`config.mk`:
```
export PLATFORM = sky130hd
export DESIGN_NAME = game_tick_scheduler
export DESIGN_NICKNAME = d
export VERILOG_FILES = /design/src/rtl/game_tick_scheduler.sv
export SDC_FILE = /design/constraint.sdc
export NUM_CORES = 1
export LEC_CHECK = 0
export CAP_MARGIN = 30
export CORE_ASPECT_RATIO = 0.6
export CORE_UTILIZATION = 38
export CTS_CLUSTER_DIAMETER = 40
export DETAILED_ROUTE_END_ITERATION = 8
export GPL_TIMING_DRIVEN = 0
export REMOVE_ABC_BUFFERS = 1
export SETUP_SLACK_MARGIN = 0.05
export SLEW_MARGIN = 20
export SYNTH_ARGS = -nofsm -noshare
export SYNTH_HDL_FRONTEND = slang
export SYNTH_SLANG_ARGS = --single-unit
```
`constraint.sdc`:
```
create_clock -name clk_i -period 3.75 [get_ports clk_i]
set_input_delay 0.75 -clock clk_i [delete_from_list [all_inputs] [get_ports clk_i]]
set_output_delay 0.75 -clock clk_i [all_outputs]
set_load 0.005 [all_outputs]
```
`src/rtl/game_tick_scheduler.sv`:
```
// Game timing scheduler: turns the board clock into single-cycle ball/paddle enable strobes
// and sequences the game through idle, serve delay, run and pause.
module game_tick_scheduler #(
   parameter int PRESCALE      = 1000,
   parameter int BALL_PER_MAX  = 320,
   parameter int BALL_PER_MIN  = 80,
   parameter int SPEED_STEP    = 20,
   parameter int HITS_PER_STEP = 4,
   parameter int PADDLE_PER    = 200,
   parameter int SERVE_TICKS   = 50000
) (
   input  logic       clk_i,
   input  logic       btnC_i,
   input  logic       start_i,
   input  logic       pause_tgl_i,
   input  logic       hit_i,
   input  logic       miss_i,
   output logic       ball_tick_o,
   output logic       paddle_tick_o,
   output logic       serving_o,
   output logic       running_o,
   output logic [3:0] speed_lvl_o
);

   localparam int PS_W  = (PRESCALE > 1) ? $clog2(PRESCALE) : 1;
   localparam int BC_W  = (BALL_PER_MAX > 1) ? $clog2(BALL_PER_MAX) : 1;
   localparam int PER_W = $clog2(BALL_PER_MAX + 1);
   localparam int PD_W  = (PADDLE_PER > 1) ? $clog2(PADDLE_PER) : 1;
   localparam int SV_W  = (SERVE_TICKS > 1) ? $clog2(SERVE_TICKS) : 1;
   localparam int HT_W  = (HITS_PER_STEP > 1) ? $clog2(HITS_PER_STEP) : 1;

   localparam logic [PER_W-1:0] PER_MAX  = PER_W'(BALL_PER_MAX);
   localparam logic [PER_W-1:0] PER_MIN  = PER_W'(BALL_PER_MIN);
   localparam logic [PER_W-1:0] PER_STEP = PER_W'(SPEED_STEP);

   localparam logic [1:0] S_IDLE  = 2'd0;
   localparam logic [1:0] S_SERVE = 2'd1;
   localparam logic [1:0] S_RUN   = 2'd2;
   localparam logic [1:0] S_PAUSE = 2'd3;

   logic [1:0]       state_q, state_d;
   logic [PS_W-1:0]  presc_q, presc_d;
   logic [SV_W-1:0]  serveCnt_q, serveCnt_d;
   logic [BC_W-1:0]  ballCnt_q, ballCnt_d;
   logic [PD_W-1:0]  paddleCnt_q, paddleCnt_d;
   logic [PER_W-1:0] period_q, period_d;
   logic [HT_W-1:0]  hitCnt_q, hitCnt_d;
   logic [3:0]       speedLvl_q, speedLvl_d;
   logic             ballTick_q, ballTick_d;
   logic             paddleTick_q, paddleTick_d;
   logic             serving_q, running_q;
   logic             baseTick;

   assign baseTick = (presc_q == PS_W'(PRESCALE - 1));

   always_comb begin
      state_d      = state_q;
      presc_d      = presc_q;
      serveCnt_d   = serveCnt_q;
      ballCnt_d    = ballCnt_q;
      paddleCnt_d  = paddleCnt_q;
      period_d     = period_q;
      hitCnt_d     = hitCnt_q;
      speedLvl_d   = speedLvl_q;
      ballTick_d   = 1'b0;
      paddleTick_d = 1'b0;

      if (state_q != S_IDLE)
         presc_d = baseTick ? '0 : presc_q + 1'b1;

      if ((state_q == S_SERVE || state_q == S_RUN) && baseTick) begin
         if (paddleCnt_q == PD_W'(PADDLE_PER - 1)) begin
            paddleCnt_d  = '0;
            paddleTick_d = 1'b1;
         end else begin
            paddleCnt_d = paddleCnt_q + 1'b1;
         end
      end

      case (state_q)
         S_IDLE: begin
            presc_d     = '0;
            serveCnt_d  = '0;
            ballCnt_d   = '0;
            paddleCnt_d = '0;
            period_d    = PER_MAX;
            hitCnt_d    = '0;
            speedLvl_d  = '0;
            if (start_i)
               state_d = S_SERVE;
         end
         S_SERVE: begin
            if (baseTick) begin
               if (serveCnt_q == SV_W'(SERVE_TICKS - 1)) begin
                  serveCnt_d = '0;
                  ballCnt_d  = '0;
                  state_d    = S_RUN;
               end else begin
                  serveCnt_d = serveCnt_q + 1'b1;
               end
            end
         end
         S_RUN: begin
            // Compare uses the period in force before any hit this cycle; a shrunken period catches up on the next base tick.
            if (baseTick) begin
               if (PER_W'(ballCnt_q) >= period_q - 1'b1) begin
                  ballCnt_d  = '0;
                  ballTick_d = 1'b1;
               end else begin
                  ballCnt_d = ballCnt_q + 1'b1;
               end
            end
            if (miss_i) begin
               state_d    = S_SERVE;
               serveCnt_d = '0;
               period_d   = PER_MAX;
               hitCnt_d   = '0;
               speedLvl_d = '0;
            end else begin
               if (hit_i) begin
                  if (hitCnt_q == HT_W'(HITS_PER_STEP - 1)) begin
                     hitCnt_d = '0;
                     if (period_q > PER_MIN) begin
                        if (int'(period_q) >= BALL_PER_MIN + SPEED_STEP)
                           period_d = period_q - PER_STEP;
                        else
                           period_d = PER_MIN;
                        if (speedLvl_q != 4'd15)
                           speedLvl_d = speedLvl_q + 4'd1;
                     end
                  end else begin
                     hitCnt_d = hitCnt_q + 1'b1;
                  end
               end
               if (pause_tgl_i)
                  state_d = S_PAUSE;
            end
         end
         default: begin
            if (pause_tgl_i)
               state_d = S_RUN;
         end
      endcase
   end

   // Status outputs decode the next state so they line up with the state register itself.
   always_ff @(posedge clk_i or negedge btnC_i) begin
      if (!btnC_i) begin
         state_q      <= S_IDLE;
         presc_q      <= '0;
         serveCnt_q   <= '0;
         ballCnt_q    <= '0;
         paddleCnt_q  <= '0;
         period_q     <= PER_MAX;
         hitCnt_q     <= '0;
         speedLvl_q   <= '0;
         ballTick_q   <= 1'b0;
         paddleTick_q <= 1'b0;
         serving_q    <= 1'b0;
         running_q    <= 1'b0;
      end else begin
         state_q      <= state_d;
         presc_q      <= presc_d;
         serveCnt_q   <= serveCnt_d;
         ballCnt_q    <= ballCnt_d;
         paddleCnt_q  <= paddleCnt_d;
         period_q     <= period_d;
         hitCnt_q     <= hitCnt_d;
         speedLvl_q   <= speedLvl_d;
         ballTick_q   <= ballTick_d;
         paddleTick_q <= paddleTick_d;
         serving_q    <= (state_d == S_SERVE);
         running_q    <= (state_d == S_RUN);
      end
   end

   assign ball_tick_o   = ballTick_q;
   assign paddle_tick_o = paddleTick_q;
   assign serving_o     = serving_q;
   assign running_o     = running_q;
   assign speed_lvl_o   = speedLvl_q;

endmodule

```
==> flow_metrics.tcl <==
set metrics [dict create \
    crit_type "flop to flop" \
    place_hpwl_mm 5.621 \
    async_flop_share_pct 100.0 \
    start_kind "flop" \
    min_period_over_period_pct 82.49 \
    nNetsFinal 440 \
    portBuffers 13 \
    hold_viol_final 0 \
    remaining_drc_errors 0 \
    post_cts_resize_count 0 \
    gr-total-overflow 0 \
    antenna_left 0 \
    most-common-layout-cells "60 x dfrtp_1, 51 x o21ai_0, 41 x nand2_1" \
    worstPathRequired_ns 3.97 \
    synth_area_um2 3645 \
    synth_ff_type "dfrtp_1" \
    ys_ff_latch 62 \
    tightest_slew_ns 0.9115 \
    p_leak_nw 1.805 \
    status "finished clean" \
    diodes 0 \
    grt_pass1_vias 2868 \
    routed_wl_mm 8.026 \
    worstPathMaxFanout 8 \
    cts_tree "done" \
    ys_seq_area_share_pct 42.64 \
    synth_cell_types 56 \
    num_vias 2924 \
    ir_worst_vdd_mv 0.2299 \
    setup_viol 0 \
    synth_compound_area_share_pct 16.75 \
    power_density_nw_per_um2 463.7 \
    skew_ns 0.006559 \
    ioPinCount 14 \
    clkLatencyLatePin_ns 0.33 \
    synthToLayoutAreaGrowth_pct 14.45 \
    drive_gt1_share_pct 8.852 \
    clock-sinks 62 \
    relSlewSlack_pct 39.24 \
    nFillCells 944 \
    synth_top_family_by_area "simple AND/OR/NAND/NOR gates" \
    worst_hold_path_type "primary input to async pin" \
    grt_max_degree 40 \
    first_pass_iters 4 \
    die_h_um 77.86 \
    holdWs_ns 0.3208 \
    rows 27 \
    rsz0062_at_grt "no" \
    maxSlewViolCount 0 \
    synth_edf_count 0 \
    syn-instance-count 398 \
    synthMuxAreaShare_pct 1.133 \
    synth-adder-area-share_pct 7.209 \
    drt_iter0_markers 116 \
    yosysWarnings 0 \
    fp.coreArea_um2 9256 \
    gp_congestion 0.7529 \
    cts_buffers 9 \
    die-width_um 128.4 \
    cts_max_level 3 \
    antenna_found_initial 0 \
    path_clk_slew_ns 0.05 \
    power_mw 1.934 \
    synth-simple-area-share_pct 25.44 \
    grt_pass1_wl_mm 14.11 \
    cts_root_buffer "clkbuf_16" \
    synthXorXnorAreaFrac_pct 4.325 \
    finalCriticalPeriod_ns 3.093 \
    cp.arrival_ns 3.32 \
    clock.fmax_mhz 323.3 \
    final_common_cell "dfrtp_1" \
    post_cts_buffers 0 \
    cap_violations 0 \
    cts_hold_buf 0 \
    track_usage_pct 17.97 \
    wl_per_cell_um 14.65 \
    die_area_um2 10000 \
    start_util_pct 39.38 \
    cts_max_path_buffers 2 \
    critPathCaptureType "flop" \
    avgSynthCellArea_um2 9.158 \
    vias_per_cell 5.336 \
]
==> flip-flops by register name, indices dropped and copies added, names as in the netlist <==
register and flops:
period_q 7, serving_o 1, running_o 1, paddleCnt_q 8
ballCnt_q 9, ball_tick_o 1, hitCnt_q 2, presc_q 10
speed_lvl_o 4, serveCnt_q 16, state_q 2, paddle_tick_o 1
==> stage by stage <==
| step | TNS [ns] | util, % | std cells | cell area, um2 | setup WS (ns) |
|---|---|---|---|---|---|
| floorplan | 0 | - | 387 | 3587 | 1.166 |
| global placement | -12.08 | 41.92 | 530 | 3880 | -0.2061 |
| detailed placement | 0 | 42.11 | 531 | 3897 | 0.7123 |
| CTS | 0 | 45.01 | 547 | 4167 | 0.6419 |
| global route | 0 | 45.07 | 548 | 4172 | 0.4211 |
| finish | 0 | 45.07 | 548 | 4172 | 0.6567 |
==> layout make-up <==
class,instances,area (um2),area share (%)
Clock buffer,12,246.5,5.909
Clock inverter,4,22.52,0.5399
Inverter,9,33.78,0.8098
Multi-Input combinational cell,316,1999,47.93
Sequential cell,62,1554,37.25
Tap cell,130,162.7,3.899
Timing Repair Buffer,15,152.6,3.659
==> cells in the mapped netlist, types with 2 or more instances <==
cell      count  area (um2)
a21o_1        2       15.01
a21oi_1      23       115.1
a31oi_1       5       31.28
and2_1        4       25.02
and3_1       11       68.82
and4_1        4       35.03
and4bb_2      3       37.54
buf_4         2       15.01
clkbuf_1      7       26.28
dfrtp_1      60        1501
dfstp_2       2       52.55
ha_1         21       262.8
inv_1         9       33.78
mux2i_1       3       30.03
nand2_1      41       153.9
nand2b_1      5       31.28
nand3_1      18       90.09
nand3b_1      2       15.01
nand4_1      11       68.82
nand4b_1      2       17.52
nor2_1       36       135.1
nor2b_1       7       43.79
nor3_1        6       30.03
nor3b_1       2       15.01
nor4_1        2       12.51
o211ai_1      2       15.01
o21ai_0      51       255.2
o22a_1        3       26.28
o31ai_1       3       22.52
or2_2         2       12.51
or3_1         8       50.05
xnor2_1       6       52.55
xor2_1       12       105.1
==> critical path: stages (launching register included) <==
cell,delay [ns]
dfrtp_1,0.49
inv_1,0.10
ha_1,0.24
nor2b_1,0.16
nor2b_1,0.14
xnor2_1,0.20
ha_1,0.28
a21o_1,0.16
a21o_1,0.18
a221oi_2,0.49
nand4_1,0.28
o31ai_1,0.28
==> where the power goes <==
group	leakage, nW	total [mW]	switching, mW	internal [mW]
Clock	0.132	0.752	0.290	0.461
Sequential	0.851	0.738	0.0345	0.703
Combinational	0.822	0.445	0.301	0.144
Total	1.81	1.93	0.626	1.31
==> final timing paths <==
| check | depth (start not counted) | slack (ns) | end | start |
|---|---|---|---|---|
| min | 1 | 0.32 | presc_q[6] | btnC_i |
| max reg2reg | 11 | 0.66 | ballCnt_q[5] | period_q[2] |
| max | 11 | 0.66 | ballCnt_q[5] | period_q[2] |
| min in group clk_i | 1 | 0.48 | serveCnt_q[15] | serveCnt_q[15] |
| min reg2reg | 1 | 0.48 | serveCnt_q[15] | serveCnt_q[15] |
| max in group asynchronous | 2 | 2.85 | period_q[8] | btnC_i |
==> cell families after synthesis <==
family	count (synthesis)
buf+inv	20
simple gates	171
fa+ha+maj	21
mux	4
flops	62
xor+xnor	18
compound gates	102
==> per-layer routing <==
metal | GRT usage, % | vias to the layer above | routed length (um)
li1 | - | 1469 | -
met1 | 26.15 | 1400 | 4330
met2 | 25.62 | 45 | 3336
met3 | 5.034 | 10 | 297
met4 | 4.941 | 0 | 61
met5 | 0 | - | 0
Power figures use the tool's default switching activity.
==> edit 1 (same flow settings) <==
The parameter `SPEED_STEP` goes from 20 to 10.
--- a/src/rtl/game_tick_scheduler.sv
+++ b/src/rtl/game_tick_scheduler.sv
@@ -4,7 +4,7 @@
    parameter int PRESCALE      = 1000,
    parameter int BALL_PER_MAX  = 320,
    parameter int BALL_PER_MIN  = 80,
-   parameter int SPEED_STEP    = 20,
+   parameter int SPEED_STEP    = 10,
    parameter int HITS_PER_STEP = 4,
    parameter int PADDLE_PER    = 200,
    parameter int SERVE_TICKS   = 50000
Behaviour: same outputs for any inputs over 10 cycles, from zero or initial values; that may be too few to reach the edited logic, so the function may still have changed.
==> edit 1 against the unedited design <==
- wire length shrank 3.4%
- total power grew 11%
- setup slack gained 0.071 ns
- final area grew 1.6%
- synthesized cell count shrank 0.75%
- synthesized area grew 0.45%
- clock skew grew 0.0017 ns
- sequential cell count grew 1
- sequential power grew 6.2%
- highest routed layer unchanged
==> edit 1: results (changes against the unedited design) <==
Outcome: completed
Clock network contribution to total cell area: 7.088% (+0.64 points)
Synth Area in Adders: 7.177% (-0.032 points)
Mux share of post-synthesis cell area: 0.2734% (-0.86 points)
Placed wire-length estimate: 5643 µm (+0.39%)
Clock buffer count in the final layout: 11 (-1)
Number of combinational gates with multiple inputs: 308 (-2.5%)
Non-CTS inverters: 12 (+3)
Critical R2R Launch: period_q[7]
Layout cell share with drive strength beyond 1: 7.971% (-0.88 points)
Total leakage power: 0.001823 µW (+0.98%)
Int Power: 1454 µW (+11%)
Multi-input combinational area share: 46.90% (-1.0 points)
Sequential cell area fraction in the yosys report: 43.13% (+0.49 points)
Amount of wire on met2 after detailed routing: 3137 µm (-6.0%)
Filler Cells Inserted: 913 (-3.3%)
Cell with the biggest individual delay on the critical path: sky130_fd_sc_hd__nor4_1
Slew at the pin with the worst max-slew slack: 0.6741 ns (-0.2374 ns)
Pin count of the biggest net entering global routing: 52 (+30%)
Wire length of the first global-routing pass: 13820 µm (-2.1%)
Met3 capacity usage during global routing: 5.112% (+0.078 points)
Non-clock buffer share: 3.839% (+0.18 points)
Length of routed wiring on met1: 4230 µm (-2.3%)
Register share of the cell area: 37.27% (about the same)
Number of cells on the worst reg-to-reg path: 10 (-1)
Clock skew after layout: 0.008246 ns (+0.001688 ns)
Maximum fanout count along the critical path: 7 (-1)
Number of design-rule violations left by the first detailed-router iteration: 142 (+22%)
Via count normalized by instance count: 5.285 (-0.95%)
Endpoint of the lowest-slack register-to-register path: ballCnt_q[4]
Area share of xor/xnor cells in the synthesized design: 8.612% (+4.3 points)
Total Nets Final: 436 (-0.91%)
Peak supply drop: 0.2135 mV (-7.1%)
Count of placed standard cells including taps: 528 (-0.56%)
Tot GR Track Use: 17.85% (-0.12 points)
Number of vias in the routed layout: 2875 (-1.7%)
Met2 Usage GRT: 24.32% (-1.3 points)
Unique cell type count in the Yosys netlist: 57 (+1.8%)
Instance count of the mapped netlist: 395 (-0.75%)
[edit 1: cell count changes in the layout (fill, tap and decap cells not counted), moves of 6 or more]
cell                      delta
sky130_fd_sc_hd__xnor2_1    +10
sky130_fd_sc_hd__nor2_1     +16
sky130_fd_sc_hd__nand3_1     +6
sky130_fd_sc_hd__o21ai_0    -28
sky130_fd_sc_hd__or3_1       -8
sky130_fd_sc_hd__nand2_1    -10
sky130_fd_sc_hd__xor2_1      +8
[edit 1: how the worst max path moves through the flow]
stage,from,endpoint,depth (start not counted)
floorplan,period_q[1],ballCnt_q[2],11
global placement,btnC_i,serveCnt_q[13],1
detailed placement,period_q[5],ballCnt_q[4],10
CTS,period_q[5],ballCnt_q[4],10
global route,period_q[5],ballCnt_q[3],10
finish,period_q[7],ballCnt_q[4],10
[edit 1: power groups by stage]
stage | sequential (µW) | combinational [µW] | clock (µW)
6_report | 784 | 531 | 833
5_1_grt | 792 | 602 | 886
4_1_cts | 782 | 535 | 859
3_5_place_dp | 795 | 532 | 0
3_3_place_gp | 791 | 503 | 0
2_1_floorplan | 780 | 376 | 0
[edit 1: per-stage QoR]
step | utilization, % | total power [µW] | TNS, ns | hold slack (ns) | setup WS (ns)
2_1_floorplan | - | 1157 | 0 | 0.4428 | 1.252
3_3_place_gp | 42.17 | 1295 | -18.02 | 0.4565 | -0.2998
3_5_place_dp | 42.53 | 1327 | 0 | 0.4733 | 0.8119
4_1_cts | 45.77 | 2177 | 0 | 0.2619 | 0.7749
5_1_grt | 45.77 | 2280 | 0 | 0.2732 | 0.5024
6_report | 45.77 | 2148 | 0 | 0.2695 | 0.7280
[edit 1: kinds of logic after synthesis]
family	count (synthesis)
fa+ha+maj	21
buf+inv	24
simple gates	179
flops	63
compound gates	71
mux	1
xor+xnor	36
